[src/rtl/pkt_pad_pkg.sv]
// Shared definitions for the padding sequencer.
//   state_t   : sequencer states (message pass-through, pad word, zero fill, length word)
//   PAD_WORD  : pad word for the default 64-bit datapath (MSB set, rest zero)
//   IDX_W     : block index width for the default 16-word block
package pkt_pad_pkg;

  localparam int W_DEF         = 64;
  localparam int BLK_WORDS_DEF = 16;
  localparam int IDX_W         = $clog2(BLK_WORDS_DEF);

  localparam logic [W_DEF-1:0] PAD_WORD = {1'b1, {(W_DEF-1){1'b0}}};

  typedef enum logic [1:0] {
    ST_MSG  = 2'd0,
    ST_PAD  = 2'd1,
    ST_ZERO = 2'd2,
    ST_LEN  = 2'd3
  } state_t;

endpackage

[src/rtl/pkt_pad_pktmux.sv]
// Output word multiplexer for the padding sequencer.
//   pkt      : message word (pass-through)
//   msg_len  : message length in bits
//   pad_pkt  : select the pad word (highest priority)
//   zero_pkt : select an all-zero word
//   mgln_pkt : select the length word
//   o        : selected word
module pktmux #(
  parameter int w = 64
) (
  input  logic [w-1:0] pkt,
  input  logic [w-1:0] msg_len,
  input  logic         pad_pkt,
  input  logic         zero_pkt,
  input  logic         mgln_pkt,
  output logic [w-1:0] o
);

  localparam logic [w-1:0] PAD_W = {1'b1, {(w-1){1'b0}}};

  always_comb begin
    o = pkt;
    if (pad_pkt)       o = PAD_W;
    else if (zero_pkt) o = '0;
    else if (mgln_pkt) o = msg_len;
  end

endmodule

[src/rtl/pkt_pad_ctrl.sv]
// Padding sequencer for the hash front end.
// Passes message words straight through, then appends a pad word, zero
// words up to block index BLK_WORDS-2 and a final bit-length word so that
// every message ends on a whole block.
//   clk, rst             : clock, asynchronous active-high reset
//   in_data/valid/last   : message word stream from the source
//   in_ready             : word accepted this cycle
//   out_data/valid/ready : word stream to the compression core
//   blk_end              : out_data is block index BLK_WORDS-1
//   msg_end              : out_data is the length word
//
// state   | meaning
// ST_MSG  | message words pass through combinationally
// ST_PAD  | emitting the pad word
// ST_ZERO | emitting zero fill up to index BLK_WORDS-2
// ST_LEN  | emitting the bit-length word
module pkt_pad_ctrl
  import pkt_pad_pkg::*;
#(
  parameter int W         = 64,
  parameter int BLK_WORDS = 16
) (
  input  logic         clk,
  input  logic         rst,
  input  logic [W-1:0] in_data,
  input  logic         in_valid,
  input  logic         in_last,
  output logic         in_ready,
  output logic [W-1:0] out_data,
  output logic         out_valid,
  input  logic         out_ready,
  output logic         blk_end,
  output logic         msg_end
);

  localparam int            LIDX_W     = $clog2(BLK_WORDS);
  localparam logic [LIDX_W-1:0] IDX_LAST   = LIDX_W'(BLK_WORDS - 1);
  localparam logic [LIDX_W-1:0] IDX_PENULT = LIDX_W'(BLK_WORDS - 2);
  localparam logic [LIDX_W-1:0] IDX_ONE    = LIDX_W'(1);
  localparam logic [W-1:0]      LEN_STEP   = W'(W);

  state_t            r_state;
  logic [LIDX_W-1:0] r_idx;
  logic [W-1:0]      r_len;

  state_t            w_state_nxt;
  logic [LIDX_W-1:0] w_idx_nxt;
  logic [W-1:0]      w_len_nxt;
  logic              w_pad_pkt;
  logic              w_zero_pkt;
  logic              w_mgln_pkt;
  logic              w_in_ready;
  logic              w_out_valid;
  logic              w_msg_end;
  logic              w_out_xfer;

  always_ff @(posedge clk or posedge rst) begin
    if (rst) begin
      r_state <= ST_MSG;
      r_idx   <= '0;
      r_len   <= '0;
    end else begin
      r_state <= w_state_nxt;
      r_idx   <= w_idx_nxt;
      r_len   <= w_len_nxt;
    end
  end

  // In MSG the handshakes are gated by rst so nothing is offered or
  // accepted while reset is held, even though the state already reads MSG.
  always_comb begin
    w_state_nxt = r_state;
    w_idx_nxt   = r_idx;
    w_len_nxt   = r_len;
    w_pad_pkt   = 1'b0;
    w_zero_pkt  = 1'b0;
    w_mgln_pkt  = 1'b0;
    w_in_ready  = 1'b0;
    w_out_valid = 1'b0;
    w_msg_end   = 1'b0;
    w_out_xfer  = 1'b0;
    case (r_state)
      ST_MSG: begin
        w_out_valid = in_valid & ~rst;
        w_in_ready  = out_ready & ~rst;
        w_out_xfer  = in_valid & w_in_ready;
        if (w_out_xfer) begin
          w_idx_nxt = r_idx + IDX_ONE;
          w_len_nxt = r_len + LEN_STEP;
          if (in_last) w_state_nxt = ST_PAD;
        end
      end
      ST_PAD: begin
        w_pad_pkt   = 1'b1;
        w_out_valid = 1'b1;
        w_out_xfer  = out_ready;
        // Index BLK_WORDS-2 must always hold a zero word, so the pad word
        // is always followed by at least one zero; a pad at the last two
        // indices rolls the fill into a further block.
        if (w_out_xfer) begin
          w_idx_nxt   = r_idx + IDX_ONE;
          w_state_nxt = ST_ZERO;
        end
      end
      ST_ZERO: begin
        w_zero_pkt  = 1'b1;
        w_out_valid = 1'b1;
        w_out_xfer  = out_ready;
        if (w_out_xfer) begin
          w_idx_nxt = r_idx + IDX_ONE;
          if (r_idx == IDX_PENULT) w_state_nxt = ST_LEN;
        end
      end
      ST_LEN: begin
        w_mgln_pkt  = 1'b1;
        w_out_valid = 1'b1;
        w_msg_end   = 1'b1;
        w_out_xfer  = out_ready;
        if (w_out_xfer) begin
          w_idx_nxt   = '0;
          w_len_nxt   = '0;
          w_state_nxt = ST_MSG;
        end
      end
      default: begin
        w_state_nxt = ST_MSG;
      end
    endcase
  end

  pktmux #(.w(W)) u_pktmux (
    .pkt      (in_data),
    .msg_len  (r_len),
    .pad_pkt  (w_pad_pkt),
    .zero_pkt (w_zero_pkt),
    .mgln_pkt (w_mgln_pkt),
    .o        (out_data)
  );

  assign in_ready  = w_in_ready;
  assign out_valid = w_out_valid;
  assign msg_end   = w_msg_end;
  assign blk_end   = w_out_valid & (r_idx == IDX_LAST);

endmodule

[config.mk]
export PLATFORM = sky130hd
export DESIGN_NAME = pkt_pad_ctrl
export DESIGN_NICKNAME = d
export VERILOG_FILES = /design/src/rtl/pkt_pad_pkg.sv /design/src/rtl/pkt_pad_pktmux.sv /design/src/rtl/pkt_pad_ctrl.sv
export SDC_FILE = /design/constraint.sdc
export NUM_CORES = 1
export LEC_CHECK = 0
export CAP_MARGIN = 20
export CORE_ASPECT_RATIO = 0.75
export CORE_UTILIZATION = 48
export CTS_CLUSTER_SIZE = 25
export DETAILED_ROUTE_END_ITERATION = 10
export PLACE_DENSITY = 0.8
export SYNTH_ARGS = -nofsm -noshare
export SYNTH_HDL_FRONTEND = slang
export SYNTH_SLANG_ARGS = --single-unit
[constraint.sdc]
create_clock -name clk -period 2.6 [get_ports clk]
set_clock_uncertainty 0.1 [all_clocks]
set_input_delay 0.52 -clock clk [delete_from_list [all_inputs] [get_ports clk]]
set_output_delay 0.52 -clock clk [all_outputs]
set_load 0.01 [all_outputs]
# Word-level counts from Yosys, hierarchy flattened
# Index checks and enable logic that the tools add are counted.
# totals
ff_bits,70
inputBits,69
output_inout_bits,68
# classes
n_addsub,2
n_eq_ne,12
muxes,22
n_bitwise,5
reduce_logical,7
# op_table
operator,count
two-way mux 64 bit,5
one-hot mux 64 bit (2 select lines),1
"adder 64 x 7 -> 64 bit, second input constant",1
two-way mux 2 bit,6
two-way mux 4 bit,3
"inequality test 2 bit, second input constant",6
one-hot mux 4 bit (3 select lines),1
"equality test 4 bit, second input constant",2
one-hot mux 2 bit (4 select lines),1
AND reduction 3 bit,2
AND reduction 6 bit,1
"adder 4 x 1 -> 4 bit, second input constant",1
bitwise AND 1 bit,4
"equality test 2 bit, second input constant",2
two-way mux 1 bit,4
OR reduction 3 bit,1
"equality test 2 x 1 -> 1 bit, second input constant",1
zero test 2 bit,1
"inequality test 2 x 1 -> 1 bit, second input constant",1
one-hot mux 1 bit (2 select lines),1
nonzero test 2 bit,1
OR reduction 2 bit,1
NOT 1 bit,1

# Logic depth before layout (Yosys ltp)
# Gate-level depths: netlist of run 1.
# logic_depth
word_depth,5
mapped_depth,10

# Modules after synthesis
# From an unflattened synthesis of run 1, not the netlist that was laid out.
# unflattened
hier_cells,537
area_unflattened_um2,4603.2
# modules_own_cells
mod,n_inst,cells_per_inst,area_per_inst_um2,seq_area_each_um2
pkt_pad_ctrl,1,394,3554.7,1601.5
pktmux,1,143,1048.5,0.0

# Worst setup path before layout of run 1
# Ideal clock, no wire load.
# synth_timing
path_kind,register to register
start,register r_state[0]
end,register r_idx[2]
arrival_ns,2.005
slack_ns,0.363
path_stages_with_launch,9
n_path_buf,3
synth_period_minus_slack_ns,2.237
cell_sequence,dfrtp_1 ha_1 buf_2 nor2b_1 o22ai_1 and2_1 clkbuf_1 clkbuf_1 nor2_1
# synth_via
elab_chain_cells,4
word_cells_on_any_way,10
# synth_lines
element,line,rtl
start: declaration,pkt_pad_ctrl.sv:42,state_t r_state;
start signal: assignment,pkt_pad_ctrl.sv:63,r_state <= w_state_nxt;
equality test 2 bit or equality test 2 x 1 -> 1 bit (tied branches),pkt_pad_ctrl.sv:82,case (r_state)
OR reduction 2 bit (no source line),n/a,
inequality test 2 x 1 -> 1 bit (no source line),n/a,
AND reduction 3 bit (no source line),n/a,
end signal: assignment,pkt_pad_ctrl.sv:64,r_idx <= w_idx_nxt;
end: declaration,pkt_pad_ctrl.sv:43,logic [LIDX_W-1:0] r_idx;
# Parallel ways exist; a longest one is shown, timed or not.
# A chain may end at the register's enable or synchronous reset.

# Worst setup path after layout of run 1
# layout_timing
start,register r_state[1]
end,output out_data[28]
# layout_via
elab_chain_cells,5
word_cells_on_any_way,9
# layout_lines
element,line,rtl
equality test 2 bit,pkt_pad_ctrl.sv:82,
two-way mux 1 bit,pkt_pad_ctrl.sv:82,
two-way mux 64 bit,pkt_pad_pktmux.sv:25,else if (mgln_pkt) o = msg_len;
two-way mux 64 bit,pkt_pad_pktmux.sv:24,else if (zero_pkt) o = '0;
two-way mux 64 bit *,pkt_pad_pktmux.sv:23,if (pad_pkt) o = PAD_W;
end: declaration,pkt_pad_ctrl.sv:29,"output logic [W-1:0] out_data,"
# Mark *: on every way between the ends. The rest lies on a longest branch, timed or not.

==> results of run 1 <==
state kept, by name (all words and copies together) (netlist names):
register,flops
r_state,2
r_idx,4
r_len,58
worst min-delay path, stage by stage, from the launching register on:
cell,delay [ps]
dfrtp_1,390
nand2_1,60
o31ai_1,60
cell families after synthesis:
kind of cell	count (synthesis)	share of synthesized area (%)
mux	63	13.9
compound gates	80	10.2
buf+inv	43	3.71
fa+ha+maj	8	2.20
flops	64	35.2
xor+xnor	20	3.85
simple gates	266	31.0
stage by stage:
stage | area [um^2] | hold WS (ps) | utilization (%) | setup slack [ps]
floorplan | 4550 | 386 | - | 363
global placement | 6310 | 406 | 69.1 | -13.0
detailed placement | 6310 | 430 | 69.1 | -24.1
CTS | 6560 | 443 | 71.9 | -4.76
global route | 6620 | 487 | 72.6 | -17.5
finish | 6620 | 451 | 72.6 | 63.1
area by class of cell:
class                      count  share of cell area [%]
clock buffer                  11                    3.51
timing repair buffer         176                    25.3
sequential                    64                    24.2
multi-input combinational    437                    42.5
inverter                      15                   0.850
tap                          128                    2.42
clock inverter                 5                    1.23
power groups by stage:
stage          clock (mW)  sequential (mW)  combinational (mW)
2_1_floorplan           0             1.13                1.67
3_3_place_gp            0             1.15                3.13
3_5_place_dp            0             1.15                3.23
4_1_cts              1.29             1.14                2.94
5_1_grt              1.33             1.15                3.29
6_report             1.29             1.14                3.04
cell usage after synthesis (8+ instances only):
library cell | number | area share, %
a21oi_1 | 34 | 3.7
and3_1 | 14 | 1.9
clkbuf_1 | 15 | 1.2
dfrtp_1 | 64 | 35
ha_1 | 8 | 2.2
inv_1 | 15 | 1.2
mux2i_1 | 62 | 14
nand2_1 | 31 | 2.6
nand3_1 | 22 | 2.4
nand4_1 | 30 | 4.1
nor2_1 | 88 | 7.3
nor3_1 | 12 | 1.3
o21ai_0 | 21 | 2.3
o31ai_1 | 13 | 2.1
or3_1 | 21 | 2.9
or4_1 | 16 | 2.6
xnor2_1 | 8 | 1.5
xor2_1 | 12 | 2.3
layer usage:
layer	share of wire, %	up-vias	track usage (%)	routed length (um)
met4	1.9	0	10.7	269
met3	8.6	30	5.94	1230
met2	48	247	47.8	6810
li1	-	2302	-	-
met1	42	2377	39.3	5970
met5	0	-	0	0
worst paths after layout:
| kind | to | slack, ps | cells after the start |
|---|---|---|---|
| worst max-delay path | out_data[28] | 60 | 6 |
| worst min-delay path | r_idx[1] | 450 | 2 |
| worst max register to register | r_len[63] | 120 | 9 |
| worst min register to register | r_idx[1] | 450 | 2 |
| max in group asynchronous | r_len[33] | 1270 | 4 |
| min in group asynchronous | r_idx[3] | 570 | 3 |
timing repair:
| item | 4_1_cts | 5_1_grt |
|---|---|---|
| cloned | 0 | 1 |
| setup endpoints to repair | 64 | 62 |
| hold buffers | 0 | 0 |
| pin swaps | 0 | 1 |
| resized for setup | 72 | 34 |
| setup buffers | 0 | 3 |
==> impl_summary.txt, run 1 <==
----------------------------------------------------
[Final layout]
  Area of the multi-input gates ... 0.00281 mm^2
  Fill cell count ... 703
  Inserted Diodes ... 0
  Most frequent cells in the layout ... nor2_1 (84), clkdlybuf4s50_1 (70), dfrtp_1 (64), mux2i_1 (62), dlygate4sd2_1 (42)
  Synth-to-layout area growth ... 45.5%
  Area used by sequential logic in the layout ... 0.00160 mm^2
  Share of cells above drive strength 1 ... 11.7%
  Net count, final ... 780
  Leading cell type in the layout, fill and taps excluded ... nor2_1
  Non-filler cells, final ... 836

[Floorplanning]
  Rows ... 30
  Die span in y ... 86.3 um
  Floorplan die area ... 0.00988 mm^2
  Number of top-level pins ... 137
  Initial cell density of the core ... 49.9%
  Core ar. ... 0.00912 mm^2
  Die Width ... 114 um

[Global route]
  Total grt overflow ... 0
  Number of global-route vias before repair ... 4,594
  Wire length of the first global-routing pass ... 22.7 mm
  Pin count of the biggest net entering global routing ... 41
  Total global-route track usage ... 29.5%
  Antenna violations before repair ... 0

[STA]
  Final critical path time including I/O delays and setup ... 2540 ps
  Final Slew Violations ... 0
  Total negative slack ... 0 ps
  Transition at the pin with the smallest max-transition slack ... 622 ps
  Slew margin rel. ... 58.2%
  Fmax ... 394 MHz
  Fin crit share ... 97.6%
  Final setup viols ... 0
  Final Hold Violating Endpoints ... 0

[Critical path]
  WP data arrival ... 1920 ps
  Critical path class ... flip-flop to output port
  Critical path required time ... 1980 ps
  Start point of the critical path ... r_state[1]
  Cell with the largest stage delay on the worst path ... dfrtp_1
  CP peak stage delay ... 390 ps
  Max Fanout on Critical Path ... 40
  Buffers and inverters on the worst path ... 3
  Crit path launch type ... flip-flop
  Worst reg2reg startpoint ... r_state[0]
  Kind of cell with the highest combined delay on the critical path ... buffers and inverters
  Nature of the critical path endpoint ... output port
  Chain of cells forming the critical path ... buf_4, ha_2, or2_4, buf_12, nor2_1, dlygate4sd2_1

[Route]
  Routed Wire Length ... 14.3 mm
  DRC Markers ... 0
  Wire length per cell ... 17.1 um
  Via-per-instance ratio ... 5.93
  Antenna violation net count after detailed routing ... 0
  1st-pass router iterations ... 5
  Vias after detailed routing ... 4,956
  Drt first-iter violations ... 395

[Power]
  Clock group share of total power ... 23.6%
  Power per cell area ... 827 mW/mm^2
  Comb power frac ... 55.6%
  Proportion of power drawn by flip-flops and latches ... 20.9%
  Proportion of total power due to net switching ... 39.2%
  Largest vdd supply drop ... 0.454 mV
  Static power due to leakage ... 2.88 nW
  Internal power component ... 3.33 mW
  Total Power ... 5.47 mW
  Total net switching power ... 2.15 mW

[Logic synthesis]
  Synth Cell Area ... 0.00455 mm^2
  Number of distinct standard cells referenced by the synthesized netlist ... 46
  Syn Inst Count ... 544
  Number of flops mapped to enable cells by yosys ... 0
  Ys flop type ... dfrtp_1
  Post-synth ARST share ... 100%
  Share of synthesized area occupied by flip-flops and latches ... 35.2%
  Average cell area after synthesis ... 8.37 um^2
  #FFs+latches synth ... 64
  Number of nets in the synthesized netlist ... 621
  Warning count from the yosys run ... 0

[Clock network]
  Clock-pin slew on the worst setup and hold paths ... 50 ps
  Cell chosen for the clock root ... clkbuf_16
  Clock Sink Count ... 64
  H-Tree Level Count ... 3
  Skew-Pair Late Insertion Delay ... 330 ps
  Total clock buffers created by CTS ... 9
  Clock Tree Buf Depth ... 2
  Clock tree from TritonCTS ... yes

[Flow run]
  Maximum capacitance violations ... 0

[Placement]
  Routability-driven placement congestion ratio ... 0.906
  Port bufs ... 136
  HPWL after detailed placement ... 10.1 mm
  Instance count after placement with tap cells included ... 816

[Min path]
  Worst min-delay path class ... flip-flop to flip-flop
  Origin of the worst min-delay path ... r_idx[1]

[Status]
  Result of the run ... finished, final reports clean

----------------------------------------------------
Power figures use the tool's default switching activity.
==> run 2, diff against run 1 <==
- SLEW_MARGIN: default -> 25
==> results of run 2 <==
Same layout as run 1: the final DEF is identical, and so are final timing and power.
